[config.mk]
export PLATFORM = sky130hd
export DESIGN_NAME = aes_cbc_dec_ctrl
export DESIGN_NICKNAME = d
export VERILOG_FILES = /design/src/rtl/aes_cbc_pkg.sv /design/src/rtl/cbc_out_fifo.sv /design/src/rtl/aes_cbc_dec_ctrl.sv
export SDC_FILE = /design/constraint.sdc
export NUM_CORES = 2
export LEC_CHECK = 0
export ABC_AREA = 1
export CAP_MARGIN = 40
export CORE_UTILIZATION = 40
export CTS_BUF_LIST = sky130_fd_sc_hd__clkbuf_8
export CTS_CLUSTER_SIZE = 16
export DETAILED_ROUTE_END_ITERATION = 10
export PLACE_DENSITY_LB_ADDON = 0.15
export SLEW_MARGIN = 0
export SYNTH_ARGS = -nofsm -noshare
export SYNTH_HDL_FRONTEND = slang
export SYNTH_SLANG_ARGS = --single-unit
[constraint.sdc]
create_clock -name clk -period 8.9 [get_ports clk]
set_clock_uncertainty 0.1 [all_clocks]
set_input_delay 1.78 -clock clk [delete_from_list [all_inputs] [get_ports clk]]
set_output_delay 1.78 -clock clk [all_outputs]
set_load 0.02 [all_outputs]
[src/rtl/aes_cbc_pkg.sv]
// Shared constants and the tag that travels alongside each block through the
// AES-128 CBC decrypt pipeline.
package aes_cbc_pkg;

  localparam int AES_BLOCK_W    = 128;
  localparam int PIPE_LAT_DEF   = 12;
  localparam int VEC_LAT_DEF    = 11;
  localparam int FIFO_DEPTH_DEF = 16;
  localparam int OUT_W          = AES_BLOCK_W + 1;

  typedef struct packed {
    logic                   valid;
    logic                   last;
    logic [AES_BLOCK_W-1:0] vec;
  } cbc_tag_t;

endpackage

[src/rtl/cbc_out_fifo.sv]
// First-word-fall-through output FIFO; the head entry is visible whenever
// valid is high and reads as zero while empty.
module cbc_out_fifo
  import aes_cbc_pkg::*;
#(
  parameter int WIDTH = OUT_W,
  parameter int DEPTH = FIFO_DEPTH_DEF
) (
  input  logic             clk,
  input  logic             reset,
  input  logic             push,
  input  logic [WIDTH-1:0] push_data,
  input  logic             pop,
  output logic [WIDTH-1:0] pop_data,
  output logic             valid
);

  localparam int PTR_W = (DEPTH > 1) ? $clog2(DEPTH) : 1;
  localparam int CNT_W = $clog2(DEPTH + 1);
  localparam logic [CNT_W-1:0] FULL     = CNT_W'(DEPTH);
  localparam logic [PTR_W-1:0] LAST_PTR = PTR_W'(DEPTH - 1);

  logic [WIDTH-1:0] mem [DEPTH];
  logic [PTR_W-1:0] wr_ptr;
  logic [PTR_W-1:0] rd_ptr;
  logic [CNT_W-1:0] count;
  logic             do_push;
  logic             do_pop;

  assign valid   = (count != '0);
  assign do_pop  = pop && valid;
  assign do_push = push && (count != FULL);

  function automatic logic [PTR_W-1:0] next_ptr(input logic [PTR_W-1:0] p);
    return (p == LAST_PTR) ? '0 : p + 1'b1;
  endfunction

  // NOTE: storage is deliberately not reset; emptiness is tracked by count
  // alone and the read port is forced to zero while empty.
  always_ff @(posedge clk) begin
    if (do_push) mem[wr_ptr] <= push_data;
  end

  // NOTE: sequential state uses non-blocking assignments so every flop
  // samples the pre-edge values of its neighbours.
  always_ff @(posedge clk or negedge reset) begin
    if (!reset) begin
      wr_ptr <= '0;
      rd_ptr <= '0;
      count  <= '0;
    end else begin
      if (do_push) wr_ptr <= next_ptr(wr_ptr);
      if (do_pop)  rd_ptr <= next_ptr(rd_ptr);
      unique case ({do_push, do_pop})
        2'b10:   count <= count + 1'b1;
        2'b01:   count <= count - 1'b1;
        default: count <= count;
      endcase
    end
  end

  assign pop_data = valid ? mem[rd_ptr] : '0;

endmodule

[src/rtl/aes_cbc_dec_ctrl.sv]
// Flow controller for the free-running AES-128 CBC decrypt datapath: issues
// blocks, aligns the chaining vector, and buffers results under credit control.
module aes_cbc_dec_ctrl
  import aes_cbc_pkg::*;
#(
  parameter int PIPE_LAT   = PIPE_LAT_DEF,
  parameter int VEC_LAT    = VEC_LAT_DEF,
  parameter int FIFO_DEPTH = FIFO_DEPTH_DEF
) (
  input  logic                   clk,
  input  logic                   reset,
  input  logic                   key_ready,
  input  logic                   s_valid,
  output logic                   s_ready,
  input  logic [AES_BLOCK_W-1:0] s_data,
  input  logic                   s_first,
  input  logic                   s_last,
  input  logic [AES_BLOCK_W-1:0] iv,
  output logic                   m_valid,
  input  logic                   m_ready,
  output logic [AES_BLOCK_W-1:0] m_data,
  output logic                   m_last,
  output logic                   busy,
  output logic [AES_BLOCK_W-1:0] dp_cipher_text,
  output logic [AES_BLOCK_W-1:0] dp_vector,
  input  logic [AES_BLOCK_W-1:0] dp_plain_text
);

  localparam int CNT_W = $clog2(FIFO_DEPTH + 1);
  localparam logic [CNT_W-1:0] CREDITS = CNT_W'(FIFO_DEPTH);

  logic                   live_q;
  logic [CNT_W-1:0]       used_q;
  logic [AES_BLOCK_W-1:0] chain_q;
  cbc_tag_t               tag_q [PIPE_LAT];
  cbc_tag_t               tag_in;
  logic                   accept;
  logic                   out_fire;
  logic                   fifo_valid;
  logic [OUT_W-1:0]       fifo_out;

  // live_q keeps s_ready low while reset is held, even if key_ready is high.
  assign s_ready  = live_q && key_ready && (used_q < CREDITS);
  assign accept   = s_valid && s_ready;
  assign out_fire = fifo_valid && m_ready;
  assign busy     = (used_q != '0);

  // NOTE: the default assignment up front keeps this block free of latches.
  always_comb begin
    tag_in = '0;
    if (accept) begin
      tag_in.valid = 1'b1;
      tag_in.last  = s_last;
      tag_in.vec   = s_first ? iv : chain_q;
    end
  end

  always_ff @(posedge clk or negedge reset) begin
    if (!reset) live_q <= 1'b0;
    else        live_q <= 1'b1;
  end

  // Credits cover both in-flight blocks and FIFO occupancy, so a capture
  // from the non-stallable datapath always finds a free FIFO slot.
  always_ff @(posedge clk or negedge reset) begin
    if (!reset) begin
      used_q <= '0;
    end else begin
      unique case ({accept, out_fire})
        2'b10:   used_q <= used_q + 1'b1;
        2'b01:   used_q <= used_q - 1'b1;
        default: used_q <= used_q;
      endcase
    end
  end

  always_ff @(posedge clk or negedge reset) begin
    if (!reset) begin
      dp_cipher_text <= '0;
      chain_q        <= '0;
    end else if (accept) begin
      dp_cipher_text <= s_data;
      chain_q        <= s_data;
    end
  end

  always_ff @(posedge clk or negedge reset) begin
    if (!reset) begin
      for (int i = 0; i < PIPE_LAT; i++) tag_q[i] <= '0;
    end else begin
      tag_q[0] <= tag_in;
      for (int i = 1; i < PIPE_LAT; i++) tag_q[i] <= tag_q[i-1];
    end
  end

  // Registered from stage VEC_LAT-1 so the vector lands VEC_LAT cycles
  // after the matching dp_cipher_text update.
  always_ff @(posedge clk or negedge reset) begin
    if (!reset) dp_vector <= '0;
    else        dp_vector <= tag_q[VEC_LAT-1].vec;
  end

  cbc_out_fifo #(
    .WIDTH (OUT_W),
    .DEPTH (FIFO_DEPTH)
  ) u_out_fifo (
    .clk       (clk),
    .reset     (reset),
    .push      (tag_q[PIPE_LAT-1].valid),
    .push_data ({dp_plain_text, tag_q[PIPE_LAT-1].last}),
    .pop       (out_fire),
    .pop_data  (fifo_out),
    .valid     (fifo_valid)
  );

  assign m_valid = fifo_valid;
  assign m_data  = fifo_out[OUT_W-1:1];
  assign m_last  = fifo_out[0];

endmodule

==> metrics <==
vias in the first global route about 79000; GR Util All Layers around 20%; area of the core 0.3311 sq mm; CP Capture Type primary output; Slew headroom 14.33%; r2r startpoint u_out_fifo.count[0]$_DFFE_PN0P_; syn nets 11170; Syn Inst Count 10760; hold_sp tag_q[730]$_DFF_PN0_; via density per instance ~4.8; Reg2Reg Depth 13; clk slew on worst S/H paths approximately 60 ps; Worst Hold Endpoint tag_q[600]$_DFF_PN0_; Routed Antenna Nets 0; mapped cell area between 0.1 and 0.15 sq mm; worst endpoint required time between 7000 and 8000 ps; grt ovf 0; CP arrival roughly 5500 ps; post-layout util approximately 48%; die area about 0.34 sq mm; most frequent cells in the layout nand2_1, edfxtp_1, dfrtp_1; Syn. warnings 0; largest family of logic cells by synthesized area simple AND/OR/NAND/NOR gates; routability cong. approximately 0.8; Initial Util between 40% and 50%; fillers ~29000; Final setup violation count 0; dpl hpwl 172800 um; Die Wd around 580 um; final period utilization around 83%; Pins Over Slew Limit 0; Post-CTS Setup Inserts 0; CTS tree done; Sequential Area 0.1047 sq mm; Peak VDD IR 249.3 uV; antenna violations before repair 56; Yosys cell types 25; I/O pin cnt approximately 780; largest net degree at the start of global routing 210; post-layout min period about 7400 ps; Worst setup SP type flop; clk buf depth 4; Crit Path Max Fanout approximately 180; reg-to-reg endpoint u_out_fifo.count[4]$_DFFE_PN0P_; setup tns final 0 ps; P&R area growth vs syn 19.03%; hold depth 0; Routed WL per cell a little over 20 um; fmax 0.1355 GHz; Synth Area in Compound Gates around 1.0%; count of final hold-check violations 0; Adder-Cell Fraction of Synth Area less than 1%; xor and xnor area share after synthesis less than 1%; CTS resizes 0; initial DRC count 6679; final wirelength approximately 340000 um; Hold Buf Count CTS 0; pwr dens 302.3 mW/mm^2; CTS Sinks 3771; footprint of the multi-input gates 0.02261 sq mm; DRT Pass-1 Iters 6; vias about 80000; nets around 12000; register bit total from synthesis approximately 3800; Worst-Margin Slew approximately 1300 ps; row cnt ~210; crit path kind reg -> out; Hold WC Path Type reg -> reg; PortBufs a little under 800; Num CTS Buffers ~630; Root Driver clkbuf_8; sequential area share after synthesis between 70% and 80%; later-pin clock latency in the skew report 1130 ps; commonest non-fill, non-tap cell in the layout nand2_1; simple-gate portion of the synthesized area 15.64%; RSZ-0062 raised after global routing false; internal reg-to-reg setup slack roughly 5400 ps; # DRC 0; status finished, final reports clean; post-synthesis mux area share 0%; share of post-route cells with drive strength above 1 under 10%; first-pass GRT wire length about 500000 um; H-tree depth 6; Syn Area/Cell 12.40 sq um; Leakage approximately 71 nW; max cap viols 0; Die Ht between 500 and 600 um
## per-layer routing
layer / GRT usage (%) / wire [um]
met5: 0 / 157
met2: 32.30 / 162100
met4: 7.338 / 11320
met3: 3.674 / 21550
met1: 26.64 / 144300
## worst max-delay path by stage
| stage | startpoint | end | cells past startpoint |
|---|---|---|---|
| CTS | u_out_fifo.rd_ptr[0]$_DFFE_PN0P_ | m_data[16] | 10 |
| finish | u_out_fifo.rd_ptr[0]$_DFFE_PN0P_ | m_data[111] | 9 |
| global route | u_out_fifo.rd_ptr[0]$_DFFE_PN0P_ | m_data[111] | 9 |
| floorplan | u_out_fifo.count[1]$_DFFE_PN0P_ | u_out_fifo.mem[0][0]$_DFFE_PP_ | 7 |
| detailed placement | u_out_fifo.rd_ptr[0]$_DFFE_PN0P_ | m_data[16] | 10 |
| global placement | u_out_fifo.rd_ptr[0]$_DFFE_PN0P_ | m_data[74] | 9 |
## final cells by class
class                           count  area share [%]
Sequential cell                  3771           65.92
Multi-Input combinational cell   5418           14.24
Timing Repair Buffer              915           6.178
Clock buffer                      712           6.169
Tap cell                         4366           3.439
Inverter                         1060           2.528
Clock inverter                    408           1.504
Antenna cell                       19         0.02993
## critical path, cell delays in order, from the launching register on
cell,delay [ps]
dfrtp_4,880
buf_12,490
buf_12,670
nand2_1,110
nand2_1,100
nand2_1,50
nand3_1,100
nand3_1,130
a21oi_1,520
clkdlybuf4s50_1,730
## flip-flops by register name (all words and copies together) (netlist names)
name               cells
u_out_fifo.wr_ptr      4
live_q                 1
u_out_fifo.mem      2064
dp_vector            128
u_out_fifo.rd_ptr      4
used_q                 5
chain_q              128
u_out_fifo.count       5
tag_q               1432
## stage by stage
step | power (mW) | area [sq um] | hold slack [ps] | instances | setup WS [ps]
global route | 50.55 | 158800 | 206.0 | 16660 | 1161
floorplan | 27.80 | 133500 | 231.2 | 10760 | 1800
CTS | 48.69 | 158800 | 195.5 | 16650 | 1475
finish | 48.02 | 158900 | 204.2 | 16670 | 1522
detailed placement | 33.76 | 146600 | 234.7 | 15530 | 2776
global placement | 33.47 | 145800 | 231.1 | 15500 | 2606
## report_power, final
part	total, mW	switching [mW]	internal [mW]
clock network	14.7	6.94	7.74
registers	19.8	0.542	19.3
logic	13.5	9.07	4.46
## logic make-up (layout without fill, tap and decap cells)
logic type               count (synthesis)  after routing
AO/OA/AOI/OAI                          275            275
XOR/XNOR                                 9              9
flip-flops                            3771           3771
adder cells (fa/ha/maj)                 12             12
other                                    1             20
AND/OR/NAND/NOR                       5121           5121
buffers and inverters                 1575           3095
## synth_stat cells, drive strengths merged
master / count / area share, %
nor2: 25 / 0.070
nand4: 1 / 0.0047
xor2: 5 / 0.033
dfrtp: 1707 / 32
inv: 1058 / 3.0
nor3: 1 / 0.0037
o21ai: 13 / 0.049
a21o: 1 / 0.0056
nand3b: 2 / 0.011
nand3: 1310 / 4.9
conb: 1 / 0.0028
buf: 313 / 1.1
clkbuf: 202 / 0.57
ha: 12 / 0.11
clkinv: 2 / 0.0056
a21oi: 260 / 0.98
xnor2: 4 / 0.026
o21bai: 1 / 0.0056
edfxtp: 2064 / 46
nand2: 3782 / 11
No activity file was read; power rests on OpenSTA's default activity.
